===== src/rtl/md_seq_unit.sv =====
// md_seq_unit: multi-cycle sequencer for the RV32M multiply/divide group.
// One shared datapath iterates one bit per cycle: LSB-first shift-add for the
// multiplies, restoring subtraction for the divides. The CPU is held through
// Stall while an operation is in flight.
//
// Ports:
//   clk        - system clock, rising edge
//   rst        - asynchronous reset, active-high
//   req        - M instruction present in execute, held high until done
//   ALUControl - operation select (ALU_MUL..ALU_REMU, ALU_NOP)
//   Op1, Op2   - rs1 / rs2 values, sampled only when a request is accepted
//   flush      - abort the current operation (trap/redirect)
//   busy       - sequencer not idle
//   done       - one-cycle pulse, Result valid
//   Stall      - req & ~done
//   Result     - last result, held until the next operation completes
module md_seq_unit #(
    parameter int WIDTH = 32
) (
    input  logic             clk,
    input  logic             rst,
    input  logic             req,
    input  logic [5:0]       ALUControl,
    input  logic [WIDTH-1:0] Op1,
    input  logic [WIDTH-1:0] Op2,
    input  logic             flush,
    output logic             busy,
    output logic             done,
    output logic             Stall,
    output logic [WIDTH-1:0] Result
);

    // Operation codes, mirroring CPU_Control_Codes.vh.
    localparam logic [5:0] ALU_NOP    = 6'h00;
    localparam logic [5:0] ALU_MUL    = 6'h20;
    localparam logic [5:0] ALU_MULH   = 6'h21;
    localparam logic [5:0] ALU_MULHSU = 6'h22;
    localparam logic [5:0] ALU_MULHU  = 6'h23;
    localparam logic [5:0] ALU_DIV    = 6'h24;
    localparam logic [5:0] ALU_DIVU   = 6'h25;
    localparam logic [5:0] ALU_REM    = 6'h26;
    localparam logic [5:0] ALU_REMU   = 6'h27;

    localparam logic [1:0] S_IDLE = 2'd0;
    localparam logic [1:0] S_CALC = 2'd1;
    localparam logic [1:0] S_FIX  = 2'd2;
    localparam logic [1:0] S_DONE = 2'd3;

    localparam int CW = $clog2(WIDTH);
    localparam logic [CW-1:0]    CNT_MAX = CW'(WIDTH - 1);
    localparam logic [CW-1:0]    CNT_ONE = CW'(1);
    localparam logic [WIDTH-1:0] ONE     = {{(WIDTH-1){1'b0}}, 1'b1};
    localparam logic [WIDTH-1:0] MIN_INT = {1'b1, {(WIDTH-1){1'b0}}};

    logic [1:0]       state_reg;
    logic [CW-1:0]    count_reg;
    logic [5:0]       op_reg;
    logic             mul_mode_reg;
    logic             neg_res_reg;
    logic [WIDTH-1:0] mag_reg;      // multiplicand (mul) or divisor (div)
    logic [WIDTH:0]   acc_reg;      // product high half (mul) or partial remainder (div)
    logic [WIDTH-1:0] lo_reg;       // multiplier/product low half, or dividend/quotient
    logic             done_reg;
    logic [WIDTH-1:0] result_reg;

    // Acceptance decode: operand magnitudes, result sign and the special cases.
    logic             is_mul, op1_signed, op2_signed, known, is_rem;
    logic             neg1, neg2, neg_res, special;
    logic [WIDTH-1:0] mag1, mag2, special_val;

    always_comb begin
        is_mul     = 1'b0;
        op1_signed = 1'b0;
        op2_signed = 1'b0;
        known      = 1'b1;
        case (ALUControl)
            ALU_MUL, ALU_MULHU: is_mul = 1'b1;
            ALU_MULH: begin
                is_mul     = 1'b1;
                op1_signed = 1'b1;
                op2_signed = 1'b1;
            end
            ALU_MULHSU: begin
                is_mul     = 1'b1;
                op1_signed = 1'b1;
            end
            ALU_DIV, ALU_REM: begin
                op1_signed = 1'b1;
                op2_signed = 1'b1;
            end
            ALU_DIVU, ALU_REMU: known = 1'b1;
            default: known = 1'b0;
        endcase

        is_rem = (ALUControl == ALU_REM) || (ALUControl == ALU_REMU);
        neg1   = op1_signed & Op1[WIDTH-1];
        neg2   = op2_signed & Op2[WIDTH-1];
        // MIN_INT negates to itself, which read unsigned is exactly 2^(WIDTH-1).
        mag1   = neg1 ? (~Op1 + ONE) : Op1;
        mag2   = neg2 ? (~Op2 + ONE) : Op2;
        // Remainder follows the dividend sign; everything else is sign1 ^ sign2.
        neg_res = (ALUControl == ALU_REM) ? neg1 : (neg1 ^ neg2);

        special     = 1'b0;
        special_val = '0;
        if (!known) begin
            special = 1'b1;
        end else if (!is_mul && (Op2 == '0)) begin
            special     = 1'b1;
            special_val = is_rem ? Op1 : '1;
        end else if (op1_signed && !is_mul && (Op1 == MIN_INT) && (Op2 == '1)) begin
            special     = 1'b1;
            special_val = is_rem ? '0 : MIN_INT;
        end
    end

    // One iteration of the shared datapath.
    logic [WIDTH-1:0] addend;
    logic [WIDTH:0]   mul_sum;
    logic [WIDTH:0]   rem_shift;
    logic [WIDTH+1:0] diff;
    logic [WIDTH:0]   acc_next;
    logic [WIDTH-1:0] lo_next;

    always_comb begin
        addend    = lo_reg[0] ? mag_reg : {WIDTH{1'b0}};
        mul_sum   = acc_reg + {1'b0, addend};
        rem_shift = {acc_reg[WIDTH-1:0], lo_reg[WIDTH-1]};
        diff      = {1'b0, rem_shift} - {2'b00, mag_reg};
        if (mul_mode_reg) begin
            acc_next = {1'b0, mul_sum[WIDTH:1]};
            lo_next  = {mul_sum[0], lo_reg[WIDTH-1:1]};
        end else begin
            // Borrow out means the trial subtraction failed: keep the shifted remainder.
            acc_next = diff[WIDTH+1] ? rem_shift : diff[WIDTH:0];
            lo_next  = {lo_reg[WIDTH-2:0], ~diff[WIDTH+1]};
        end
    end

    // Sign correction and half select.
    logic [WIDTH-1:0] hi, hi_neg, rem_neg, quo_neg, fix_val;

    always_comb begin
        hi      = acc_reg[WIDTH-1:0];
        // High half of the negated 2*WIDTH product: the +1 only carries into
        // the high half when the low half is zero.
        hi_neg  = ~hi + {{(WIDTH-1){1'b0}}, (lo_reg == '0)};
        rem_neg = ~hi + ONE;
        quo_neg = ~lo_reg + ONE;
        case (op_reg)
            ALU_MUL:                         fix_val = lo_reg;
            ALU_MULH, ALU_MULHSU, ALU_MULHU: fix_val = neg_res_reg ? hi_neg : hi;
            ALU_DIV, ALU_DIVU:               fix_val = neg_res_reg ? quo_neg : lo_reg;
            ALU_REM, ALU_REMU:               fix_val = neg_res_reg ? rem_neg : hi;
            default:                         fix_val = '0;
        endcase
    end

    always_ff @(posedge clk or posedge rst) begin
        if (rst) begin
            state_reg    <= S_IDLE;
            count_reg    <= '0;
            op_reg       <= ALU_NOP;
            mul_mode_reg <= 1'b0;
            neg_res_reg  <= 1'b0;
            mag_reg      <= '0;
            acc_reg      <= '0;
            lo_reg       <= '0;
            done_reg     <= 1'b0;
            result_reg   <= '0;
        end else begin
            done_reg <= 1'b0;
            case (state_reg)
                S_IDLE: begin
                    if (req && !flush) begin
                        op_reg       <= ALUControl;
                        mul_mode_reg <= is_mul;
                        neg_res_reg  <= neg_res;
                        mag_reg      <= is_mul ? mag1 : mag2;
                        lo_reg       <= is_mul ? mag2 : mag1;
                        acc_reg      <= '0;
                        count_reg    <= CNT_MAX;
                        if (special) begin
                            result_reg <= special_val;
                            done_reg   <= 1'b1;
                            state_reg  <= S_DONE;
                        end else begin
                            state_reg  <= S_CALC;
                        end
                    end
                end
                S_CALC: begin
                    if (flush) begin
                        state_reg <= S_IDLE;
                    end else begin
                        acc_reg   <= acc_next;
                        lo_reg    <= lo_next;
                        count_reg <= count_reg - CNT_ONE;
                        if (count_reg == '0) begin
                            state_reg <= S_FIX;
                        end
                    end
                end
                S_FIX: begin
                    if (flush) begin
                        state_reg <= S_IDLE;
                    end else begin
                        result_reg <= fix_val;
                        done_reg   <= 1'b1;
                        state_reg  <= S_DONE;
                    end
                end
                default: begin
                    state_reg <= S_IDLE;
                end
            endcase
        end
    end

    assign busy   = (state_reg != S_IDLE);
    assign done   = done_reg;
    assign Stall  = req & ~done_reg;
    assign Result = result_reg;

endmodule


===== config.mk =====
export PLATFORM = sky130hd
export DESIGN_NAME = md_seq_unit
export DESIGN_NICKNAME = d
export VERILOG_FILES = /design/src/rtl/md_seq_unit.sv
export SDC_FILE = /design/constraint.sdc
export NUM_CORES = 1
export LEC_CHECK = 0
export CAP_MARGIN = 25
export CORE_UTILIZATION = 40
export DETAILED_ROUTE_END_ITERATION = 16
export REMOVE_ABC_BUFFERS = 1
export SLEW_MARGIN = 10
export SYNTH_ARGS = -nofsm -noshare
export SYNTH_HDL_FRONTEND = slang
export SYNTH_SLANG_ARGS = --single-unit
export TNS_END_PERCENT = 1

===== constraint.sdc =====
create_clock -name clk -period 5.58 [get_ports clk]
set_input_delay 1.116 -clock clk [delete_from_list [all_inputs] [get_ports clk]]
set_output_delay 1.116 -clock clk [all_outputs]
set_load 0.03 [all_outputs]

==> impl_results.md <==
* Setup violations, final at 0
* Grt peak-use layer: met2
* Inserted Clock Buffers at 17
* Clock slew at reported path FFs at 70 ps
* Die Y at 196 um
* Outcome: finished, final reports clean
* RSZ-0062 raised after global routing: false
* Core Footprint at between 30000 and 40000 um2
* Syn_area_per_cell at around 7.4 um2
* Largest net degree at the start of global routing at between 70 and 80
* TritonRoute pass-1 iters at 5
* Leading cell types in the layout, fill and taps excluded: 246 x nand2_1, 207 x o21ai_0, 183 x a21oi_1, 175 x nor2_1, 143 x dfrtp_1
* ANT cells at 0
* Initial Utilization at 0.408
* Antenna viol nets, final at 0
* Rows at 70
* Commonest non-fill, non-tap cell in the layout: nand2_1
* Setup crit start kind: flop
* Total power at ~7.4 mW
* Async SR Flop Fraction at 1.00
* Worst slew pin tran at about 1100 ps
* Hold Violations, Final at 0
* Clock tree from TritonCTS: done
* Sink Count at 145
* GP Congestion at between 0.9 and 1
* Gr ovfl total at 0
* Drt initial violations at roughly 1700
* Port-buffer cells at between 100 and 150
* Routed wire length at between 50000 and 60000 um
* GR Util All Layers at 0.302
* Pint at 3.78 mW
* Cell area power density at roughly 440 nW/um2
* Worst min-delay path class: reg2reg
* Sequential share of power at 0.259
* DRC at 0
* CTS H-tree depth at 4
* Peak Freq at roughly 0.2 GHz
* DP HPWL at about 44000 um
* Rel. slew slack at 0.264
* Top cell type's share of synthesized area at 0.242
* Worst EP arrival at between 5000 and 6000 ps
* DIE WIDTH at slightly below 200 um
* Pleak at slightly below 7 nW
* First-pass GRT wire length at around 89000 um
* Die area at approximately 38000 um2
* Final Max Tran Viols at 0
* Syn-to-layout area delta at 14.0%
* Final Cycle Share at 0.900
* Post-synth EDFFs at 0
* Top cells by area, synth: dfrtp_1 24%, o21ai_0 6.9%, nand2_1 6.2%, a21oi_1 6.1%, ha_1 6.1%
* Final Worst Setup Slack at approximately 560 ps
* Setup Fix Bufs, Post-CTS at 0
* Post-DR wirelength/cell at roughly 23 um
* Vias in the first global route at between 15000 and 20000
* YS warnings at 0
* Clock power share at 0.172
* Nets@finish at roughly 2200
* Clk buf depth at 2
* CTS root buf: clkbuf_16
* Max_cap viols at 0
* Vias/cell at roughly 6.4
* Boundary pin count at about 110
* Critical-path maximum fanout at 10
* GR Util met3 at 0.0427
* Skew final at between 10 and 15 ps
* Share of the yosys chip area belonging to registers at 0.242
* WP data required at between 5000 and 6000 ps
* Final Core Density at 0.465
* Comb pwr share at 0.569
* Synth Register Bits at 145
* NetSw at 3.65 mW
* Vias after detailed routing at between 15000 and 20000
* Final Instance Area at approximately 17000 um2
* Dpl cell area at ~16000 um2
* Main synth FF type: dfrtp_1
* Max reg flops at 33
* Dpl ws at approximately 800 ps
* Sw frac at 0.491
* Tmin final at ~5000 ps
* Met2 Usage GRT at 0.454
* Post-synthesis cell area at between 10000 and 15000 um2
* Initial antenna violation count at 0
* Distinct cell type count after synthesis at 78
* Worst-Skew Late Latency at between 400 and 500 ps
* Layout cell share with drive strength beyond 1 at 0.0605
* Crit end category: flop
* Mapped Cells at between 2000 and 2500
* Leading area contributor after synthesis: dfrtp_1
* Max IR drop VDD at approximately 210 uV
* Cts hold-fix bufs at 0
* CP Class: reg2reg
* Met1 Track Usage GR at 0.432
* Post_cts resized at 0
## cell usage after synthesis (11+ instances only)
cell type / count
a211oi_1: 11
a21o_1: 37
a21oi_1: 183
a22o_1: 13
a22oi_1: 18
a31oi_1: 37
and3_1: 14
buf_1: 14
clkbuf_1: 114
dfrtp_1: 145
ha_1: 73
inv_1: 70
mux2_2: 28
mux2i_1: 16
nand2_1: 246
nand2b_1: 20
nand3_1: 29
nand4_1: 20
nor2_1: 177
nor2b_1: 14
nor3_1: 47
nor4_1: 19
o211ai_1: 56
o21a_1: 23
o21ai_0: 207
o221ai_1: 16
o22ai_1: 26
o31a_1: 13
o31ai_1: 34
o41ai_1: 13
or3_1: 13
or4_1: 12
xnor2_1: 69
xor2_1: 76
## worst paths after layout
path / to / startpoint / slack (ps) / cells after the start
setup reg to reg: Result[30] / lo_reg[14] / 560 / 15
hold reg to reg: Result[6] / Result[6] / 480 / 1
min in group asynchronous: mag_reg[4] / rst / 1160 / 2
setup / recovery: Result[30] / lo_reg[14] / 560 / 15
max in group asynchronous: mul_mode_reg / rst / 3450 / 3
hold / removal: Result[6] / Result[6] / 480 / 1
## area by class of cell
cell class | instances | area [um2]
multi-input cells | 1676 | 10600
well taps | 468 | 586
inverters | 71 | 272
fillers | 3718 | 19600
repair buffers | 142 | 1360
flip-flops and latches | 145 | 3630
clock buffers | 22 | 484
clock inverters | 9 | 154
## routing by layer
layer	routed length, um	part of all wire	vias to the layer above
met2	25400	0.44	710
met5	0	0	-
met3	4240	0.073	102
met4	2110	0.036	0
met1	26400	0.45	7822
li1	-	-	7490
## cells by family (layout without fill, tap and decap cells)
group	after synthesis	after routing	synth area share
buffers and inverters	205	244	0.0535
flip-flops	145	145	0.242
AO/OA/AOI/OAI	753	753	0.317
adder cells (fa/ha/maj)	75	75	0.0636
multiplexers	44	44	0.0317
AND/OR/NAND/NOR	659	659	0.207
XOR/XNOR	145	145	0.0848
## stage by stage
| step | hold WS [ps] | cells | setup TNS (ps) |
|---|---|---|---|
| 2_1_floorplan | 450 | 1892 | -25510 |
| 3_3_place_gp | 467 | 2501 | 0 |
| 3_5_place_dp | 469 | 2502 | 0 |
| 4_1_cts | 489 | 2533 | 0 |
| 5_1_grt | 512 | 2533 | 0 |
| 6_report | 483 | 2533 | 0 |
## critical path, cell delays in order (launching register included)
cell and delay, ps:
dfrtp_1 440, or4_1 590, and4bb_1 430, and3_1 240
nand2_1 100, nor3b_1 460, ha_1 320, nor4b_1 440
nand3_1 480, o31a_1 440, o21ai_0 200, nand2_1 70
o21ai_0 190, o21ai_0 120, o31ai_1 230, o211ai_1 140
## power by group through the flow
stage | Clock [mW] | Sequential, mW | Combinational, mW
floorplan | 0 | 1.71 | 3.07
global placement | 0 | 1.91 | 4.09
detailed placement | 0 | 1.92 | 4.14
CTS | 1.29 | 1.91 | 4.17
global route | 1.32 | 1.97 | 4.68
finish | 1.28 | 1.92 | 4.23
Power figures use the tool's default switching activity.
